$ cat src/rtl/cs_adder_seq.sv
// Sequencer for the packet lane adder: clears an accumulator per job, folds
// num_terms input beats through the external adder, then offers the packet.
module cs_adder_seq #(
    parameter int DATA_WIDTH     = 8,
    parameter int REG_BANK_DEPTH = 16,
    parameter int CNT_WIDTH      = 8
) (
    input  logic                                 clk,
    input  logic                                 rst,
    input  logic                                 start,
    input  logic [CNT_WIDTH-1:0]                 num_terms,
    output logic                                 busy,
    input  logic                                 in_valid,
    output logic                                 in_ready,
    input  logic [DATA_WIDTH-1:0]                in_b0,
    input  logic [DATA_WIDTH-1:0]                in_b,
    output logic [DATA_WIDTH*REG_BANK_DEPTH-1:0] add_a,
    output logic [DATA_WIDTH-1:0]                add_b0,
    output logic [DATA_WIDTH-1:0]                add_b,
    input  logic [DATA_WIDTH*REG_BANK_DEPTH-1:0] add_c,
    output logic                                 out_valid,
    input  logic                                 out_ready,
    output logic [DATA_WIDTH*REG_BANK_DEPTH-1:0] out_data,
    output logic                                 done
);

    localparam int PACKET_LEN = DATA_WIDTH * REG_BANK_DEPTH;

    typedef enum logic [1:0] {
        IDLE  = 2'd0,
        ACCUM = 2'd1,
        HOLD  = 2'd2
    } state_t;

    state_t                state;
    state_t                state_next;
    logic [PACKET_LEN-1:0] acc;
    logic [CNT_WIDTH-1:0]  count;
    logic [CNT_WIDTH-1:0]  n_lat;
    logic                  accept_start;
    logic                  beat;
    logic                  last_beat;

    assign add_a    = acc;
    assign add_b0   = in_b0;
    assign add_b    = in_b;
    assign out_data = acc;

    // n_lat is never zero while in ACCUM, so n_lat-1 cannot underflow here.
    assign last_beat = (count == n_lat - CNT_WIDTH'(1));

    always_ff @(posedge clk) begin
        if (rst) begin
            state <= IDLE;
        end else begin
            state <= state_next;
        end
    end

    always_comb begin
        state_next   = state;
        busy         = 1'b0;
        in_ready     = 1'b0;
        out_valid    = 1'b0;
        done         = 1'b0;
        accept_start = 1'b0;
        beat         = 1'b0;
        case (state)
            IDLE: begin
                if (start) begin
                    accept_start = 1'b1;
                    state_next   = (num_terms == '0) ? HOLD : ACCUM;
                end
            end
            ACCUM: begin
                busy     = 1'b1;
                in_ready = 1'b1;
                beat     = in_valid;
                if (in_valid && last_beat) begin
                    state_next = HOLD;
                end
            end
            HOLD: begin
                busy      = 1'b1;
                out_valid = 1'b1;
                if (out_ready) begin
                    done       = 1'b1;
                    state_next = IDLE;
                end
            end
            default: begin
                state_next = IDLE;
            end
        endcase
    end

    always_ff @(posedge clk) begin
        if (rst) begin
            acc   <= '0;
            count <= '0;
            n_lat <= '0;
        end else if (accept_start) begin
            acc   <= '0;
            count <= '0;
            n_lat <= num_terms;
        end else if (beat) begin
            acc   <= add_c;
            count <= count + CNT_WIDTH'(1);
        end
    end

endmodule
$ cat config.mk
export PLATFORM = sky130hd
export DESIGN_NAME = cs_adder_seq
export DESIGN_NICKNAME = d
export VERILOG_FILES = /design/src/rtl/cs_adder_seq.sv
export SDC_FILE = /design/constraint.sdc
export NUM_CORES = 1
export LEC_CHECK = 0
export CAP_MARGIN = 20
export CELL_PAD_IN_SITES_DETAIL_PLACEMENT = 1
export CELL_PAD_IN_SITES_GLOBAL_PLACEMENT = 1
export CORE_AREA = 2 2 171 173
export CTS_CLUSTER_SIZE = 40
export DETAILED_ROUTE_END_ITERATION = 7
export DIE_AREA = 0 0 173 175
export HOLD_SLACK_MARGIN = 0.08
export PLACE_DENSITY_LB_ADDON = 0.1
export REMOVE_ABC_BUFFERS = 1
export SYNTH_ARGS = -nofsm -noshare
export SYNTH_HDL_FRONTEND = slang
export SYNTH_SLANG_ARGS = --single-unit
export TNS_END_PERCENT = 30
$ cat constraint.sdc
create_clock -name clk -period 3.7 [get_ports clk]
set_clock_uncertainty 0.2 [all_clocks]
set_input_delay 0.74 -clock clk [delete_from_list [all_inputs] [get_ports clk]]
set_output_delay 0.74 -clock clk [all_outputs]
set_load 0.01 [all_outputs]
=== Word-level counts from Yosys, hierarchy flattened ===
Cells that the tools add are included.

* Muxes and demuxes: 13
* Add/subtract/negate cells: 2
* Reduce and logical (&&, ||, !) cells: 6
* Equal/unequal tests: 6

{| class="wikitable"
|+ Operator list
! cell !! number
|-
| $add A8 B1 Y8 const B || 1
|-
| $eq A8 B8 Y1 || 1
|-
| $logic_not A8 Y1 || 1
|-
| $mux W1 || 8
|-
| $mux W2 || 4
|-
| $sub A8 B1 Y8 const B || 1
|-
| $ne A2 B2 Y1 const B || 3
|-
| $pmux W2 S3 || 1
|-
| $reduce_or A2 Y1 || 2
|-
| $reduce_and A3 Y1 || 1
|-
| $eq A2 B1 Y1 const B || 1
|-
| $eq A2 B2 Y1 const B || 1
|-
| $logic_not A2 Y1 || 1
|-
| $logic_and A1 B1 Y1 || 1
|}

* Register bits after elaboration: 146
* Output and inout port bits: 276

=== Logic depth before layout (Yosys ltp) ===
Gate-level depths: netlist (run 1).

* Depth after elaboration: 5
* Mapped depth: 8
* Mapped depth without buffers: 8

=== Least setup slack after synthesis (run 1) ===
No wires, ideal clock.

* Kind: input port to flip-flop
* Start point: in start
* End point: reg state[1]
* Arrival: 1,796 ps
* Stages: 7
* Data required time: 3,414 ps
* Path slack: 1,617 ps
* Path through: buf_2 inv_1 a22oi_1 nand4_1 nor4_2 a21oi_2 a221oi_2

* Longest elaborated chain between the ends: 2

{| class="wikitable"
|+ Ends and longest elaborated chain
! what !! line !! source
|-
| start: declaration || 10 || <nowiki>input logic start,</nowiki>
|-
| $ne A2 B2 Y1 (no source line) || n/a ||
|-
| $reduce_and A3 Y1 (no source line) || n/a ||
|-
| end signal: assignment || 56 || <nowiki>state <= state_next;</nowiki>
|-
| end: declaration || 35 || <nowiki>state_t state;</nowiki>
|}

Every way passes these cells.
A chain may end at the register's enable or synchronous reset.

=== Worst setup path in the final report (run 1) ===
* Start point: in out_ready
* End point: out done

* Longest elaborated chain between the ends: 2

{| class="wikitable"
|+ Ends and longest elaborated chain
! what !! line !! source
|-
| start: declaration || 22 || <nowiki>input logic out_ready,</nowiki>
|-
| $mux W1 || 86 || <nowiki>if (out_ready) begin</nowiki>
|-
| $mux W1 || 68 || <nowiki>case (state)</nowiki>
|-
| end: declaration || 24 || <nowiki>output logic done</nowiki>
|}

Every way passes these cells.

==> run metrics, run 1 <==
outcome finished clean; clk buf depth 2; global placer's final weighted congestion 0.716; Clock transition at path regs 0.06 ns; Boundary Pins 433; setup ws final 0.885 ns; Vias 6052; fmax 355 MHz; mux share of post-synthesis cell area 0.465%; Worst-Margin Slew 0.508 ns; Root Buffer clkbuf_16; Setup CP Type in -> out; post-synthesis cell type count 29; Crit Path Max Fanout 2; non-filler cells, final 1461; Num CTS Buffers 17; min Tclk post-route 2.81 ns; Critical Path Sink Type primary output; antenna violations before repair 3; worst rel slew slack 66.1%; max_cap viols 0; Storage cell area 2920 µm²; Req. time, crit path 2.76 ns; count of pins over their slew limit 0; largest cells by area after synthesis dfxtp_1 (45%), buf_4 (17%), nand2_1 (16%); Iter 0 DRT Violations 205; PortBufs 400; largest area contributor in the netlist dfxtp_1; Total Wirelength 23600 µm; clock latency on the worst-skew pair 0.42 ns; Final Hold Viols 0; Place WS 0.886 ns; Synth Area in Adders 0.969%; GRT Total Usage 15.3%; Multi-input gate area 2250 µm²; RSZ-0062 raised after global routing no; post-cts resize count 0; routed vias/inst 4.14; Hold WC Path Type reg -> reg; Initial DRT Pass Iterations 4; flops & latches, synth 146; Die Area 30300 µm²; largest net degree at the start of global routing 87; period utilization 76.1%; maximum VDD drop 0.000270 V; antenna viol nets, final 0; Leak 3.49 nW; die height 175 µm; CTS H-Tree Depth 4; CTS Hold Bufs 0; CTS Sinks 146; YS warnings 0; Pwr Density 502 nW/µm²; HPWL after DPL 17400 µm; site row count 62; Synth Area in Compound Gates 11.2%; Avg WL per Cell 16.1 µm; largest family of logic cells by synthesized area buffers and inverters; Area Growth Syn to Fin 61.0%; DRC violations left 0; final setup fails 0; commonest non-fill, non-tap cell in the layout clkdlybuf4s50_1; Fin Hold WS 0.270 ns; CP Launch Type primary input; placed cells 1425; Cells after Synth 827; Congestion Overflow GR 0; design area 10400 µm²; first-pass GRT wire length 36000 µm; Cell Area, Placed 9790 µm²; Synth top area share 45.3%; Post-Synthesis Cell Area 6460 µm²; most frequent cells in the layout clkdlybuf4s50_1 (400), nand2_1 (274), dfxtp_1 (146); # fillers 3363; Avg Cell Area, Syn 7.81 µm²; register area share after synthesis 45.3%; final core utilization 36.6%; vias in the first global route 6253; simple-gate share of the synthesized area 19.4%; Final #Nets 1222; CP Data Arrival Time 1.87 ns; Synth Area in XOR/XNOR 2.58%; CTS tree done; starting density of the core 22.7%; core box area 28400 µm²; post-CTS setup repair buffer count 0; share of cells above drive strength 1 4.19%; Die X 173 µm
[worst paths after layout]
path,from,end,slack [ns],depth (start not counted)
worst min register to register,add_a[49]$_SDFFE_PP0P_,add_a[49]$_SDFFE_PP0P_,0.27,2
worst max register to register,state[1]$_SDFFE_PP0P_,add_a[78]$_SDFFE_PP0P_,1.53,6
worst max-delay path,out_ready,done,0.89,3
worst min-delay path,add_a[49]$_SDFFE_PP0P_,add_a[49]$_SDFFE_PP0P_,0.27,2
[state kept, by name, summed over array words and instances, names as in the netlist]
register,cells
count,8
add_a,128
state,2
n_lat,8
[critical path: stages]
cell,delay (ns)
clkdlybuf4s50_1,0.48
and2_1,0.12
clkdlybuf4s50_1,0.53
[kinds of logic after synthesis]
group           Yosys count
mux                       3
xor+xnor                 19
buf+inv                 199
compound gates          141
simple gates            314
flops                   146
fa+ha+maj                 5
[power breakdown]
part | internal (mW) | switching (mW)
logic | 0.787 | 0.783
registers | 1.72 | 0.151
clock network | 1.04 | 0.728
total | 3.56 | 1.66
[cell type report]
| type | count | share of cell area [%] |
|---|---|---|
| diodes | 4 | 0.0963 |
| clock buffers | 20 | 4.39 |
| clock inverters | 12 | 1.41 |
| inverters | 6 | 0.217 |
| multi-input cells | 482 | 21.7 |
| flip-flops and latches | 146 | 28.1 |
| well taps | 384 | 4.62 |
| repair buffers | 407 | 39.5 |
[synthesized netlist by cell type (all sizes together)]
cell / number
nor4b: 2
nor3: 2
inv: 6
nor2: 9
clkbuf: 36
nand3b: 1
nand3: 12
o21ai: 1
and3: 1
nor4: 4
dfxtp: 146
mux2i: 3
xnor2: 8
buf: 157
a22oi: 1
a221oi: 1
xor2: 11
nand2: 275
nand2b: 2
and2: 2
nor2b: 1
nand4: 3
ha: 5
a21oi: 138
[metal layers]
metal / up-vias / share of wire, % / wire [µm] / global-route usage, %
li1: 2963 / - / - / -
met2: 226 / 52 / 12200 / 27.3
met1: 2845 / 40 / 9520 / 17.4
met4: 0 / 1.3 / 316 / 4.70
met5: - / 0 / 0 / 0
met3: 18 / 6.3 / 1490 / 4.74
[per-stage QoR]
stage | TNS [ns] | power (mW)
after detailed placement | 0 | 3.52
after global routing | 0 | 5.53
after CTS | 0 | 5.34
after global placement | 0 | 3.52
final | 0 | 5.22
after floorplan | -2.82 | 2.56
Note: power is estimated with default switching activity, not from simulation.
==> inputs of run 2 (changes only) <==
--- a/config.mk
+++ b/config.mk
@@ -8,10 +8,10 @@
 export CAP_MARGIN = 20
 export CELL_PAD_IN_SITES_DETAIL_PLACEMENT = 1
 export CELL_PAD_IN_SITES_GLOBAL_PLACEMENT = 1
-export CORE_AREA = 2 2 171 173
+export CORE_MARGIN = 2
+export CORE_UTILIZATION = 22
 export CTS_CLUSTER_SIZE = 40
 export DETAILED_ROUTE_END_ITERATION = 7
-export DIE_AREA = 0 0 173 175
 export HOLD_SLACK_MARGIN = 0.08
 export PLACE_DENSITY_LB_ADDON = 0.1
 export REMOVE_ABC_BUFFERS = 1
==> constraint.sdc (replaced) <==
create_clock -name clk -period 2.4 [get_ports clk]
set_clock_uncertainty 0.2 [all_clocks]
set_input_delay 0.48 -clock clk [delete_from_list [all_inputs] [get_ports clk]]
set_output_delay 0.48 -clock clk [all_outputs]
set_load 0.01 [all_outputs]
==> run metrics, run 2 (synthesis gave the netlist of run 1 again) <==
placed cells 1437 (was 1425); Die Area 30700 µm² (was 30300 µm²); r2r startpoint n_lat[2]$_SDFFE_PP0P_ (was state[1]$_SDFFE_PP0P_); maximum VDD drop 0.000414 V (was 0.000270 V); clk buf depth 2 (unchanged); CP Launch Type flop (was primary input); final core utilization 36.6% (about the same); part of the power in registers 35.8% (was 35.9%); Total Wirelength 24200 µm (was 23600 µm); Hold WC Path Type reg -> reg (unchanged); final setup fails 0 (unchanged); M1 GR Usage 17.7% (was 17.4%); Crit Path Max Fanout 4 (was 2); Place WS 0.0726 ns (was 0.886 ns); site row count 62 (unchanged); post-cts resize count 2 (was 0); vias in the first global route 6305 (was 6253); non-filler cells, final 1470 (was 1461); HPWL after DPL 18100 µm (was 17400 µm); count of pins over their slew limit 0 (unchanged); CP top delay family buffers and inverters (unchanged); die height 175 µm (about the same); min-delay src add_a[121]$_SDFFE_PP0P_ (was add_a[49]$_SDFFE_PP0P_); Die X 175 µm (was 173 µm); share of cells above drive strength 1 5.53% (was 4.19%); outcome finished clean (unchanged); min Tclk post-route 2.29 ns; Congestion Overflow GR 0 (unchanged); busiest grt layer met2 (unchanged); routing usage on met2 27.5% (was 27.3%); Final Hold Viols 0 (unchanged); Vias 6066 (was 6052); Int Power 5.48 mW (was 3.56 mW); starting density of the core 22.4% (was 22.7%); switching share of power 32.2% (was 31.8%); DRC violations left 0 (unchanged); Initial DRT Pass Iterations 4 (unchanged); Clock power frac 32.4% (was 34.0%); Boundary Pins 433 (unchanged); first-pass GRT wire length 36500 µm (was 36000 µm); worst r2r path cells 6 (unchanged); CTS tree done (unchanged); design area 10500 µm² (was 10400 µm²); Pwr Density 766 nW/µm² (was 502 nW/µm²); worst hold stages 2 (unchanged); slowest library cell on the worst path clkdlybuf4s50_1 (unchanged); CTS Sinks 146 (unchanged); Area Growth Syn to Fin 63.2% (was 61.0%); P_sw 2.60 mW (was 1.66 mW); Worst Hold Endpoint add_a[121]$_SDFFE_PP0P_ (was add_a[49]$_SDFFE_PP0P_); Req. time, crit path 1.72 ns (was 2.76 ns); antenna violations before repair 1 (was 3); RSZ-0062 raised after global routing no (unchanged); Leak 3.58 nW (was 3.49 nW); clock latency on the worst-skew pair 0.41 ns (was 0.42 ns); Setup CP Type reg -> out (was in -> out); fmax 436 MHz; antenna viol nets, final 0 (unchanged); global placer's final weighted congestion 0.708 (was 0.716); Worst-Margin Slew 0.416 ns (was 0.508 ns); max_cap viols 0 (unchanged); worst path cell trace inv_1 -> ha_4 -> clkdlybuf4s50_1 (was clkdlybuf4s50_1 -> and2_1 -> clkdlybuf4s50_1); core box area 28800 µm² (was 28400 µm²); most frequent cells in the layout clkdlybuf4s50_1 (398), nand2_1 (274), dfxtp_1 (145) (was clkdlybuf4s50_1 (400), nand2_1 (274), dfxtp_1 (146)); CTS H-Tree Depth 4 (unchanged); R2R Setup Slk 0.42 ns (was 1.53 ns); Num CTS Buffers 17 (unchanged); post-CTS setup repair buffer count 0 (unchanged); routed vias/inst 4.13 (was 4.14); Root Buffer clkbuf_16 (unchanged); # fillers 3379 (was 3363); Iter 0 DRT Violations 198 (was 205); setup ws final 0.106 ns (was 0.885 ns); Critical Path Sink Type primary output (unchanged); largest net degree at the start of global routing 70 (was 87); Final #Nets 1234 (was 1222); Worst Path Buf+Inv 2 (unchanged); GRT Total Usage 15.4% (was 15.3%); CP Data Arrival Time 1.61 ns (was 1.87 ns); Tot Pwr 8.08 mW (was 5.22 mW); Comb power frac 31.8% (was 30.1%); PortBufs 400 (unchanged); CTS Hold Bufs 0 (unchanged); Avg WL per Cell 16.5 µm (was 16.1 µm); worst rel slew slack 72.0% (was 66.1%); met3 usage 4.68% (was 4.74%); Cell Area, Placed 9940 µm² (was 9790 µm²); commonest non-fill, non-tap cell in the layout clkdlybuf4s50_1 (unchanged); Clock transition at path regs 0.06 ns (about the same); R2R Path End state[1]$_SDFFE_PP0P_ (was add_a[78]$_SDFFE_PP0P_); Largest register FFs 128 (unchanged); period utilization 95.6%; Worst path max stage delay 0.54 ns (was 0.53 ns)
[run 2: stage by stage]
| stage | setup TNS [ns] | hold slack [ns] |
|---|---|---|
| detailed placement | 0 | 0.266 |
| global placement | 0 | 0.259 |
| floorplan | -179.44 | 0.242 |
| CTS | 0 | 0.275 |
| finish | 0 | 0.269 |
| global route | 0 | 0.301 |
[run 2: final cells by class]
cell class / instances / area, µm² / share of cell area [%]
Tap cell: 384 / 480 / 4.56
Inverter: 6 / 22.5 / 0.214
Antenna cell: 1 / 2.50 / 0.0237
Clock buffer: 20 / 457 / 4.33
Clock inverter: 12 / 121 / 1.15
Timing Repair Buffer: 419 / 4260 / 40.5
Sequential cell: 146 / 2920 / 27.7
Multi-Input combinational cell: 482 / 2270 / 21.5
[run 2: metal layers]
metal  up-vias  wire (µm)
li1       2981          -
met1      2834       9590
met2       235      12600
met3        16       1790
met4         0        274
met5         -          0
[run 2: tightest hold or removal path, stage by stage, from the launching register on]
cell,delay [ns]
dfxtp_1,0.32
nand2_1,0.05
a21oi_1,0.05
[run 2: worst max path at each step]
stage / startpoint / to / slack, ns / cells past startpoint
finish: state[1]$_SDFFE_PP0P_ / in_ready / 0.11 / 3
global route: state[1]$_SDFFE_PP0P_ / in_ready / 0.03 / 3
CTS: state[0]$_SDFFE_PP0P_ / done / 0.005 / 4
detailed placement: start / state[1]$_SDFFE_PP0P_ / 0.07 / 7
global placement: out_ready / done / 0.11 / 3
floorplan: state[1]$_SDFFE_PP0P_ / count[6]$_SDFFE_PP0P_ / -1.58 / 7
[run 2: power by group through the flow]
stage | clock [mW] | combinational (mW) | sequential (mW)
after floorplan | 0 | 0.879 | 3.07
after global placement | 0 | 2.60 | 2.95
after detailed placement | 0 | 2.61 | 2.95
after CTS | 2.72 | 2.62 | 2.90
after global routing | 2.83 | 2.81 | 2.93
final | 2.62 | 2.57 | 2.89
==> inputs of run 3 (changes only) <==
--- a/config.mk
+++ b/config.mk
@@ -18,4 +18,4 @@
 export SYNTH_ARGS = -nofsm -noshare
 export SYNTH_HDL_FRONTEND = slang
 export SYNTH_SLANG_ARGS = --single-unit
-export TNS_END_PERCENT = 30
+export TNS_END_PERCENT = 20
==> constraint.sdc (replaced) <==
create_clock -name clk -period 2.4 [get_ports clk]
set_clock_uncertainty 0.2 [all_clocks]
set_input_delay 0.6 -clock clk [delete_from_list [all_inputs] [get_ports clk]]
set_output_delay 0.6 -clock clk [all_outputs]
set_load 0.01 [all_outputs]
==> run metrics, run 3 (synthesis gave the netlist of run 1 again) <==
Boundary Pins 433 (unchanged); largest net degree at the start of global routing 64 (was 70); DRC violations left 0 (unchanged); core box area 28800 µm² (unchanged); RSZ-0062 raised after global routing no (unchanged); Worst-Margin Slew 0.448 ns (was 0.416 ns); Largest register FFs 128 (unchanged); period utilization 96.0% (was 95.6%); PortBufs 400 (unchanged); commonest non-fill, non-tap cell in the layout clkdlybuf4s50_1 (unchanged); total negative slack 0 ns (unchanged); Total Wirelength 24200 µm (about the same); min Tclk post-route 2.30 ns (was 2.29 ns); CP startpoint state[0]$_SDFFE_PP0P_ (was state[1]$_SDFFE_PP0P_); CTS tree done (unchanged); final setup fails 0 (unchanged); worst path cell trace inv_1 -> ha_1 -> and2_1 -> dlygate4sd2_1 (was inv_1 -> ha_4 -> clkdlybuf4s50_1); Die Area 30700 µm² (unchanged); starting density of the core 22.4% (unchanged); Root Buffer clkbuf_16 (unchanged); Req. time, crit path 1.60 ns (was 1.72 ns); Fin Hold WS 0.269 ns (about the same); routed vias/inst 4.13 (about the same); Congestion Overflow GR 0 (unchanged); share of cells above drive strength 1 5.97% (was 5.53%); Die X 175 µm (unchanged); min-delay src add_a[4]$_SDFFE_PP0P_ (was add_a[121]$_SDFFE_PP0P_); CP Launch Type flop (unchanged); Crit Path Max Fanout 3 (was 4); maximum VDD drop 0.000436 V (was 0.000414 V); most frequent cells in the layout clkdlybuf4s50_1 (396), nand2_1 (274), dfxtp_1 (145) (was clkdlybuf4s50_1 (398), nand2_1 (274), dfxtp_1 (145)); CTS H-Tree Depth 4 (unchanged); global placer's final weighted congestion 0.701 (was 0.708); Area Growth Syn to Fin 63.5% (was 63.2%); HPWL after DPL 18100 µm (about the same); Critical Path Sink Type primary output (unchanged); placed cells 1441 (was 1437); Final Hold Viols 0 (unchanged); Avg WL per Cell 16.4 µm (was 16.5 µm); first-pass GRT wire length 36100 µm (was 36500 µm); slowest library cell on the worst path dfxtp_2 (was clkdlybuf4s50_1); Initial DRT Pass Iterations 4 (unchanged); clk buf depth 2 (unchanged); CP Data Arrival Time 1.50 ns (was 1.61 ns); Num CTS Buffers 17 (unchanged); Setup CP Type reg -> out (unchanged); count of pins over their slew limit 0 (unchanged); Leak 3.61 nW (was 3.58 nW); site row count 62 (unchanged); die height 175 µm (unchanged); outcome finished clean (unchanged); Worst path max stage delay 0.37 ns (was 0.54 ns); GRT Total Usage 15.3% (was 15.4%); Vias 6085 (was 6066); CTS Sinks 146 (unchanged); max_cap viols 0 (unchanged); r2r startpoint n_lat[2]$_SDFFE_PP0P_ (unchanged); worst rel slew slack 69.9% (was 72.0%); Hold WC Path Type reg -> reg (unchanged); non-filler cells, final 1474 (was 1470); final core utilization 36.7% (was 36.6%); Pwr Density 771 nW/µm² (was 766 nW/µm²); Iter 0 DRT Violations 221 (was 198); Clock transition at path regs 0.07 ns (was 0.06 ns); vias in the first global route 6293 (was 6305); Final #Nets 1238 (was 1234); fmax 434 MHz (was 436 MHz); antenna violations before repair 0 (was 1); antenna viol nets, final 0 (unchanged); clock latency on the worst-skew pair 0.43 ns (was 0.41 ns)
==> run 3: stage by stage <==
stage	setup slack [ns]	instance area, µm²	total power, mW
final	0.0968	10600	8.13
after CTS	-0.112	10500	8.29
after floorplan	-1.58	5180	3.95
after global placement	-0.120	9960	5.55
after global routing	0.0219	10600	8.60
after detailed placement	-0.133	9960	5.57
==> run 3: per-layer routing <==
layer  track usage [%]  part of all wire (%)  wire length (µm)
met1              17.6                    41              9830
met5                 0                     0                 0
met3              4.46                   7.0              1700
met4              4.06                  0.95               229
met2              27.5                    51             12500
==> run 3: cell type report <==
class	instances	area (µm²)
fillers	3368	18200
well taps	384	480
multi-input cells	482	2270
diodes	1	2.50
inverters	6	22.5
flip-flops and latches	146	2920
clock buffers	18	439
clock inverters	14	145
repair buffers	423	4280
==> run 3: worst max-delay path: cells and delay by family, from the launching register on <==
family,cells,cell delay [ns]
adders and majority gates,1,0.22
buffers and inverters,2,0.34
and+or+nand+nor,1,0.14
DFF,1,0.37
==> run 3: power breakdown <==
part | switching [mW] | internal (mW) | total [mW]
sequential | 0.232 | 2.66 | 2.89
clock | 1.19 | 1.49 | 2.68
combinational | 1.25 | 1.31 | 2.56
==> run 3: timing repair <==
item	CTS	global route
gates resized for setup	4	4
pin swaps	0	0
buffers inserted	0	0
setup endpoints to repair	4	1
hold buffers	0	0
==> run 3: path summary, 6_finish.rpt <==
| kind | cells past startpoint | slack, ns | end |
|---|---|---|---|
| worst max-delay path | 4 | 0.1 | done |
| worst min-delay path | 2 | 0.27 | add_a[4]$_SDFFE_PP0P_ |
| worst max register to register | 6 | 0.42 | state[1]$_SDFFE_PP0P_ |
| worst min register to register | 2 | 0.27 | add_a[4]$_SDFFE_PP0P_ |
